**src/rtl/coherent_mem_arbiter.sv**
```systemverilog
// coherent_mem_arbiter
//   Shares one memory-controller bus port between NUM_REQ coherency units.
//   A winner owns the bus for a burst of up to BLOCK_SIZE completed words, so
//   a line fill or writeback is never interleaved with another requester.
//   A lock is dropped early after IDLE_LIMIT consecutive cycles in which the
//   owner makes no request. Arbitration is round-robin (ARB_MODE 0) or fixed
//   priority with index 0 highest (ARB_MODE 1).
//
// Ports
//   CLK, RST         clock, synchronous active-high reset
//   req_ren/req_wen  per-requester read/write request (ren wins if both set)
//   req_addr/wdata   per-requester 32-bit slices, slice i = [32i+31:32i]
//   req_byte_en      per-requester 4-bit slices
//   req_busy         per-requester, low only in that requester's completing cycle
//   req_rdata        shared read data, meaningful for the requester whose busy is low
//   mem_*            forwarded request of the current owner
//   mem_busy         low when the current memory access completes
//   mem_rdata        memory read data
//   grant_id         current owner
//   grant_valid      high while a grant is held
//
// state    | meaning
// ST_IDLE  | no owner; pick a winner from the pending requests
// ST_GRANT | owner r_grant_id holds the bus until burst done or idle timeout

module coherent_mem_arbiter #(
  parameter int NUM_REQ    = 4,
  parameter int BLOCK_SIZE = 2,
  parameter int ARB_MODE   = 0,
  parameter int IDLE_LIMIT = 3
) (
  input  logic                       CLK,
  input  logic                       RST,
  input  logic [NUM_REQ-1:0]         req_ren,
  input  logic [NUM_REQ-1:0]         req_wen,
  input  logic [NUM_REQ*32-1:0]      req_addr,
  input  logic [NUM_REQ*32-1:0]      req_wdata,
  input  logic [NUM_REQ*4-1:0]       req_byte_en,
  output logic [NUM_REQ-1:0]         req_busy,
  output logic [31:0]                req_rdata,
  output logic                       mem_ren,
  output logic                       mem_wen,
  output logic [31:0]                mem_addr,
  output logic [31:0]                mem_wdata,
  output logic [3:0]                 mem_byte_en,
  input  logic                       mem_busy,
  input  logic [31:0]                mem_rdata,
  output logic [$clog2(NUM_REQ)-1:0] grant_id,
  output logic                       grant_valid
);

  localparam int GW = $clog2(NUM_REQ);
  localparam int WW = (BLOCK_SIZE > 1) ? $clog2(BLOCK_SIZE) : 1;
  localparam int IW = (IDLE_LIMIT > 1) ? $clog2(IDLE_LIMIT) : 1;

  typedef enum logic {ST_IDLE, ST_GRANT} state_t;

  state_t          r_state;
  logic [GW-1:0]   r_grant_id;
  logic [GW-1:0]   r_rr_ptr;
  logic [WW-1:0]   r_word_cnt;
  logic [IW-1:0]   r_idle_cnt;

  logic [NUM_REQ-1:0] w_req;
  logic               w_own_req;
  logic [GW-1:0]      w_winner;
  logic               w_found;
  logic [GW:0]        w_sum;
  logic [GW-1:0]      w_idx;
  logic [GW-1:0]      w_next_ptr;
  logic [31:0]        w_addr  [NUM_REQ];
  logic [31:0]        w_wdata [NUM_REQ];
  logic [3:0]         w_be    [NUM_REQ];

  for (genvar gi = 0; gi < NUM_REQ; gi++) begin : g_slice
    assign w_addr[gi]  = req_addr[32*gi +: 32];
    assign w_wdata[gi] = req_wdata[32*gi +: 32];
    assign w_be[gi]    = req_byte_en[4*gi +: 4];
  end

  assign w_req      = req_ren | req_wen;
  assign w_own_req  = w_req[r_grant_id];
  assign w_next_ptr = (r_grant_id == GW'(NUM_REQ-1)) ? '0 : r_grant_id + 1'b1;

  // Winner search. Round-robin scans from r_rr_ptr with an explicit wrap so
  // that non-power-of-two NUM_REQ works.
  always_comb begin
    w_winner = '0;
    w_found  = 1'b0;
    w_sum    = '0;
    w_idx    = '0;
    if (ARB_MODE == 1) begin
      for (int i = NUM_REQ-1; i >= 0; i--) begin
        if (w_req[i]) w_winner = GW'(i);
      end
    end else begin
      for (int k = 0; k < NUM_REQ; k++) begin
        w_sum = {1'b0, r_rr_ptr} + (GW+1)'(k);
        if (w_sum >= (GW+1)'(NUM_REQ)) w_sum = w_sum - (GW+1)'(NUM_REQ);
        w_idx = w_sum[GW-1:0];
        if (!w_found && w_req[w_idx]) begin
          w_winner = w_idx;
          w_found  = 1'b1;
        end
      end
    end
  end

  always_ff @(posedge CLK) begin
    if (RST) begin
      r_state    <= ST_IDLE;
      r_grant_id <= '0;
      r_rr_ptr   <= '0;
      r_word_cnt <= '0;
      r_idle_cnt <= '0;
    end else begin
      case (r_state)
        ST_IDLE: begin
          if (|w_req) begin
            r_grant_id <= w_winner;
            r_state    <= ST_GRANT;
            r_word_cnt <= '0;
            r_idle_cnt <= '0;
          end
        end
        ST_GRANT: begin
          if (w_own_req) begin
            // any owner activity breaks a run of quiet cycles
            r_idle_cnt <= '0;
            if (!mem_busy) begin
              if (r_word_cnt == WW'(BLOCK_SIZE-1)) begin
                r_state    <= ST_IDLE;
                r_rr_ptr   <= w_next_ptr;
                r_word_cnt <= '0;
              end else begin
                r_word_cnt <= r_word_cnt + 1'b1;
              end
            end
          end else if (r_idle_cnt == IW'(IDLE_LIMIT-1)) begin
            r_state    <= ST_IDLE;
            r_rr_ptr   <= w_next_ptr;
            r_word_cnt <= '0;
            r_idle_cnt <= '0;
          end else begin
            r_idle_cnt <= r_idle_cnt + 1'b1;
          end
        end
        default: r_state <= ST_IDLE;
      endcase
    end
  end

  always_comb begin
    mem_ren     = 1'b0;
    mem_wen     = 1'b0;
    mem_addr    = '0;
    mem_wdata   = '0;
    mem_byte_en = '0;
    req_busy    = '1;
    req_rdata   = '0;
    if (r_state == ST_GRANT) begin
      mem_ren     = req_ren[r_grant_id];
      // a simultaneous ren+wen is treated as a read
      mem_wen     = req_wen[r_grant_id] & ~req_ren[r_grant_id];
      mem_addr    = w_addr[r_grant_id];
      mem_wdata   = w_wdata[r_grant_id];
      mem_byte_en = w_be[r_grant_id];
      req_busy[r_grant_id] = w_own_req ? mem_busy : 1'b1;
      req_rdata   = mem_rdata;
    end
  end

  assign grant_id    = r_grant_id;
  assign grant_valid = (r_state == ST_GRANT);

endmodule

```
**config.mk**
```make
export PLATFORM = sky130hd
export DESIGN_NAME = coherent_mem_arbiter
export DESIGN_NICKNAME = d
export VERILOG_FILES = /design/src/rtl/coherent_mem_arbiter.sv
export SDC_FILE = /design/constraint.sdc
export NUM_CORES = 1
export LEC_CHECK = 0
export BUFFER_PORTS_ARGS = -buffer_cell sky130_fd_sc_hd__buf_4
export CAP_MARGIN = 20
export CORE_AREA = 5 5 161 163
export CTS_CLUSTER_DIAMETER = 60
export DETAILED_ROUTE_END_ITERATION = 12
export DIE_AREA = 0 0 166 168
export MAX_ROUTING_LAYER = met4
export PLACE_DENSITY = 0.46
export REMOVE_ABC_BUFFERS = 1
export SETUP_SLACK_MARGIN = 0.1
export SLEW_MARGIN = 15
export SYNTH_ARGS = -nofsm -noshare
export SYNTH_HDL_FRONTEND = slang
export SYNTH_SLANG_ARGS = --single-unit
```
**constraint.sdc**
```tcl
create_clock -name CLK -period 5.05 [get_ports CLK]
set_input_delay 0.7575 -clock CLK [delete_from_list [all_inputs] [get_ports CLK]]
set_output_delay 0.7575 -clock CLK [all_outputs]
set_load 0.01 [all_outputs]
```
==> metrics.md, run 1 <==
| Metric | Value |
|---|---|
| Max IR drop VDD | `0.08258 mV` |
| Synth warn | `0` |
| CTS tree | `yes` |
| Synth top area cells | `mux4_2 (55%), and2_1 (22%), dfxtp_1 (5.5%)` |
| Total number of vias | `3991` |
| Clk pwr share | `0.203` |
| Vias in the first global route | `4377` |
| Worst-path clk slew | `0.04 ns` |
| Worst path top cell family by delay | `flip-flops` |
| Combinational share of power | `0.667` |
| Worst hold margin | `0.4811 ns` |
| Crit-path slowest cell | `dfxtp_4` |
| Met2 Routed Length | `10030 µm` |
| CTS H-tree depth | `1` |
| MaxCap Viol Count | `0` |
| Critical path type | `reg2out` |
| Worst setup EP type | `output port` |
| Minimum clock period | `3.177 ns` |
| Fin. max-slew vios | `0` |
| Area growth syn-to-layout | `123.5%` |
| RSZ-0062 raised after global routing | `no` |
| Met3 Wirelength | `1274 µm` |
| Gr usage total | `0.1278` |
| Cts hold-fix bufs | `0` |
| CTS sink cnt | `8` |
| Wire length of the first global-routing pass | `27230 µm` |
| Routed Antenna Nets | `0` |
| Grt total ovfl | `0` |
| HP Start | `r_idle_cnt[1]` |
| Sequential share of the synthesized area | `0.05532` |
| Detailed Routing Iterations Pass 1 | `4` |
| Internal power | `0.4856 mW` |
| Peak per-stage delay on the critical path | `0.86 ns` |
| Residual DRC | `0` |
| Initial antenna violation count | `0` |
| Status | `finished, final reports clean` |
| Row count | `57` |
| Vias per cell | `4.039` |
| Crit path DAT | `2.42 ns` |
| PwrDens | `104.9 mW/mm²` |
| Clock latency on the worst-skew pair | `0.23 ns` |
| Starting Density | `0.1198` |
| Part of the power in registers | `0.130` |
| Fill cells | `2600` |
| Period utilization | `0.6292` |
| Die Height | `168 µm` |
| Sw frac | `0.2847` |
| Seq cells post-synth | `8` |
| Routed WL | `18930 µm` |
| Area leader, netlist | `mux4_2` |
| Layout cells sized above 1 | `0.7605` |
| R2R cell count | `4` |
| Placer Congestion | `0.9344` |
| Worst setup SP type | `flip-flop` |
| Most frequent cells in the layout | `buf_4 (424), and2_1 (101), mux4_2 (71)` |
| Required time of the worst setup path | `4.29 ns` |
| Storage element area | `171.4 µm²` |
| Headroom to the max-slew limit | `0.3294` |
| Multi-input logic area | `0.002601 mm²` |
| Core Region | `0.02418 mm²` |
| Worst-Margin Slew | `1.006 ns` |
| Fin nets | `984` |
| WP buf/inv | `2` |
| Dpl hpwl | `16210 µm` |
| Clock tree buffer depth | `2` |
| Final Skew | `0.001556 ns` |
| Syn_area_per_cell | `10.97 µm²` |
| Final Hold Viols | `0` |
| Top Layer Used | `met4` |
| Crit-path cells | `buf_12 > mux4_2 > and2_1 > buf_4` |
| Sw Pwr | `0.1933 mW` |
| Post-synth top area share | `0.5523` |
| End of the worst hold path | `r_idle_cnt[1]` |
| Final setup violation count | `0` |
| Clock Tree Root | `clkbuf_16` |
| Reg2Reg Launch Point | `grant_id[0]` |
| CTS Buf Count | `3` |
| Postcts setup bufs | `0` |
| Die width | `166 µm` |
| Synth Cell Area | `0.002895 mm²` |
| Buffers on Ports | `423` |
| Wire per inst | `19.16 µm` |
| R2R Setup Slk | `2.82 ns` |
| Min-delay worst type | `reg2reg` |
| Max frequency | `0.3147 GHz` |
| Iter 0 DRT Violations | `192` |
| Ant. Diodes | `0` |
| Commonest non-fill, non-tap cell in the layout | `buf_4` |
| Post-Syn Instances | `264` |
| Io pins | `424` |
| Final setup TNS | `0 ns` |
| Leak | `2.950 nW` |
| Die Area | `0.02789 mm²` |
| R2r endpoint | `r_rr_ptr[0]` |
| Count of cell types in the netlist | `35` |
| Wire length on met1 | `7579 µm` |
| Crit Path Max Fanout | `41` |
| Largest net degree at the start of global routing | `112` |
| Hold path depth | `2` |
| Cts repair resizes | `0` |
-- area by class of cell --
class | instances | area share
clock buffers | 4 | 0.01218
inverters | 3 | 0.001740
multi-input cells | 224 | 0.4020
flip-flops and latches | 8 | 0.02649
well taps | 324 | 0.06265
repair buffers | 425 | 0.4950
-- synthesized netlist by cell type --
master / n
nand3b_1: 4
and4b_1: 1
o21ai_0: 1
o21a_1: 1
o21bai_1: 1
mux2_1: 1
mux2i_4: 1
clkbuf_1: 20
nand2b_1: 3
inv_1: 2
nand2_1: 6
dfxtp_1: 8
a31o_2: 1
or2_0: 1
buf_4: 1
nor3_1: 2
a32oi_1: 1
buf_2: 8
a2bb2o_1: 1
a21boi_0: 1
inv_2: 1
o21ai_1: 1
nor2b_1: 1
ha_1: 4
and3b_1: 1
o41ai_1: 1
o311a_1: 1
o221a_1: 1
mux4_2: 71
nor2_1: 9
mux2i_1: 2
a21oi_1: 3
nand4b_1: 1
nor4_1: 1
and2_1: 101
-- cells by family (layout without fill, tap and decap cells) --
kind of cell    after synthesis  count (layout)  synth area share
simple gates                131             131            0.2740
mux                          75              75            0.5709
buf+inv                      32             432           0.04624
compound gates               14              14           0.03630
flops                         8               8           0.05531
fa+ha+maj                     4               4           0.01729
-- power groups by stage --
stage               sequential [mW]  combinational (mW)  clock (mW)
global route                 0.0922               0.485       0.144
detailed placement           0.0905               0.459           0
global placement             0.0909               0.456           0
finish                       0.0881               0.453       0.138
CTS                          0.0899               0.460       0.139
floorplan                    0.0870               0.159           0
-- worst register-to-register path, delay by kind of cell, from the launching register on --
family | cells | cell delay [ns]
buffers and inverters | 1 | 0.22
DFF | 1 | 0.86
muxes | 3 | 1.03
-- state kept, by name, indices dropped and copies added (netlist names) --
register,count
r_rr_ptr,2
grant_id,2
r_word_cnt,1
grant_valid,1
r_idle_cnt,2
-- worst max path at each step --
stage | from | to | slack (ns) | cells after the start
6_report | grant_id[0] | mem_addr[0] | 1.87 | 4
2_1_floorplan | grant_id[0] | req_busy[0] | 0.01 | 4
5_1_grt | grant_id[0] | mem_addr[17] | 1.67 | 4
3_5_place_dp | grant_id[0] | mem_addr[0] | 2.04 | 4
3_3_place_gp | grant_id[0] | mem_addr[0] | 2.05 | 4
4_1_cts | grant_id[0] | mem_addr[0] | 1.78 | 4
-- stage by stage --
stage            util  area [µm²]  total power [mW]  setup WS (ns)  cells
3_5_place_dp   0.2644        6392            0.5493          2.038    984
5_1_grt        0.2677        6471            0.7209          1.672    988
4_1_cts        0.2677        6471            0.6894          1.783    988
3_3_place_gp   0.2644        6392            0.5473          2.050    984
2_1_floorplan       -        2773            0.2464        0.01478    235
6_report       0.2677        6471            0.6789          1.873    988
-- metal layers --
layer / up-vias / GRT usage
met5: - / -
met4: 0 / 0.009684
met3: 4 / 0.01688
met2: 254 / 0.2326
met1: 1912 / 0.1585
li1: 1821 / -
No activity file was read; power rests on OpenSTA's default activity.
==> run 2, diff against run 1 <==
--- a/config.mk
+++ b/config.mk
@@ -7,10 +7,10 @@
 export LEC_CHECK = 0
 export BUFFER_PORTS_ARGS = -buffer_cell sky130_fd_sc_hd__buf_4
 export CAP_MARGIN = 20
-export CORE_AREA = 5 5 161 163
+export CORE_AREA = 5 5 162 164
 export CTS_CLUSTER_DIAMETER = 60
 export DETAILED_ROUTE_END_ITERATION = 12
-export DIE_AREA = 0 0 166 168
+export DIE_AREA = 0 0 167 169
 export MAX_ROUTING_LAYER = met4
 export PLACE_DENSITY = 0.46
 export REMOVE_ABC_BUFFERS = 1
==> constraint.sdc (replaced) <==
create_clock -name CLK -period 3.25 [get_ports CLK]
set_input_delay 0.4875 -clock CLK [delete_from_list [all_inputs] [get_ports CLK]]
set_output_delay 0.4875 -clock CLK [all_outputs]
set_load 0.01 [all_outputs]
==> metrics.md, run 2 (synthesis gave the netlist of run 1 again) <==
| Metric | Value |
|---|---|
| Status | `finished, final reports clean` |
| MaxCap Viol Count | `0` |
| HP Start | `r_idle_cnt[1]` |
| Routed WL | `20190 µm` |
| R2R Setup Slk | `1.35 ns` |
| Worst-Margin Slew | `0.5468 ns` |
| Layout cells sized above 1 | `0.7613` |
| Die width | `167 µm` |
| End of the worst hold path | `r_idle_cnt[1]` |
| Crit Path Max Fanout | `39` |
| Cts hold-fix bufs | `0` |
| Minimum clock period | `2.473 ns` |
| Row count | `58` |
| Postcts setup bufs | `0` |
| Final Hold Viols | `0` |
| Clock tree buffer depth | `2` |
| Reg2Reg Launch Point | `grant_id[0]` |
| Worst-path clk slew | `0.04 ns` |
| Detailed Routing Iterations Pass 1 | `4` |
| Ant. Diodes | `0` |
| Final setup violation count | `0` |
| DP Cell Count | `992` |
| Final std cells w/o fill | `996` |
| Routed Antenna Nets | `0` |
| Buffers on Ports | `423` |
| Clock latency on the worst-skew pair | `0.23 ns` |
| Hold path depth | `2` |
| Wire length of the first global-routing pass | `28280 µm` |
| Iter 0 DRT Violations | `147` |
| Fin nets | `986` |
| Clock Tree Root | `clkbuf_16` |
| Core Region | `0.02475 mm²` |
| Min-delay worst type | `reg2reg` |
| Fin. max-slew vios | `0` |
| Dpl hpwl | `17510 µm` |
| Setup ws final | `0.7771 ns` |
| Total number of vias | `3979` |
| Gr usage total | `0.1332` |
| R2R cell count | `5` |
| Final Skew | `0.002940 ns` |
| CTS H-tree depth | `1` |
| Commonest non-fill, non-tap cell in the layout | `buf_4` |
| Vias in the first global route | `4280` |
| R2r endpoint | `r_rr_ptr[0]` |
| CTS Buf Count | `3` |
| Most frequent cells in the layout | `buf_4 (423), and2_1 (101), mux4_2 (71)` |
| Final setup TNS | `0 ns` |
| Period utilization | `0.7609` |
| PwrDens | `164.0 mW/mm²` |
| Largest net degree at the start of global routing | `75` |
| Worst Setup SP | `grant_id[0]` |
| Max frequency | `0.4044 GHz` |
| CTS sink cnt | `8` |
| Total power | `1.071 mW` |
| Required time of the worst setup path | `2.76 ns` |
| Die Height | `169 µm` |
| Worst setup EP type | `output port` |
| Initial antenna violation count | `0` |
| Starting Density | `0.1170` |
| Grt total ovfl | `0` |
| Residual DRC | `0` |
| Cts repair resizes | `0` |
| Area growth syn-to-layout | `125.6%` |
| Crit path DAT | `1.99 ns` |
| Io pins | `424` |
| DP Worst Slack | `0.9489 ns` |
| RSZ-0062 raised after global routing | `no` |
| Die Area | `0.02822 mm²` |
| Wire per inst | `20.27 µm` |
| CTS tree | `yes` |
| Max IR drop VDD | `0.3067 mV` |
| Critical path type | `reg2out` |
| Worst setup SP type | `flip-flop` |
| Leak | `2.970 nW` |
| Placer Congestion | `0.8766` |
| Vias per cell | `3.995` |
| Headroom to the max-slew limit | `0.6321` |
| Worst hold margin | `0.4820 ns` |
run 2: per-layer routing:
metal,GRT usage,up-vias,wire (µm),share of wire
met1,0.1602,1942,7933,0.39
met3,0.02779,10,1332,0.066
li1,-,1827,-,-
met2,0.2386,200,10760,0.53
met5,-,-,0,0
met4,0.01352,0,159,0.0079
run 2: cell type report:
class,instances,area (µm²)
clock buffers,4,78.83
fillers,2687,18220
inverters,3,11.26
multi-input cells,224,2601
flip-flops and latches,8,171.4
well taps,330,412.9
repair buffers,427,3256
run 2: worst max path at each step:
stage                  endpoint  cells after the start
CTS                 req_busy[0]                      6
global route        req_busy[0]                      6
floorplan           req_busy[0]                      4
detailed placement  req_busy[0]                      6
global placement    req_busy[3]                      6
finish              req_busy[0]                      6
run 2: power breakdown:
part	internal (mW)	leakage (nW)	switching (mW)	total [mW]
Sequential	0.100	0.0671	0.0103	0.111
Combinational	0.496	2.86	0.247	0.743
Clock	0.164	0.0382	0.0534	0.217
run 2: worst max-delay path, stage by stage (launching register included):
cell	delay, ns
dfxtp_4	0.36
buf_12	0.25
inv_1	0.16
mux4_2	0.42
nor2_1	0.29
nand2_1	0.11
buf_4	0.15
run 2: stage by stage:
stage / utilization / cell area [µm²]
2_1_floorplan: - / 2773
3_3_place_gp: 0.2607 / 6452
3_5_place_dp: 0.2607 / 6452
4_1_cts: 0.2639 / 6531
5_1_grt: 0.2639 / 6531
6_report: 0.2639 / 6531
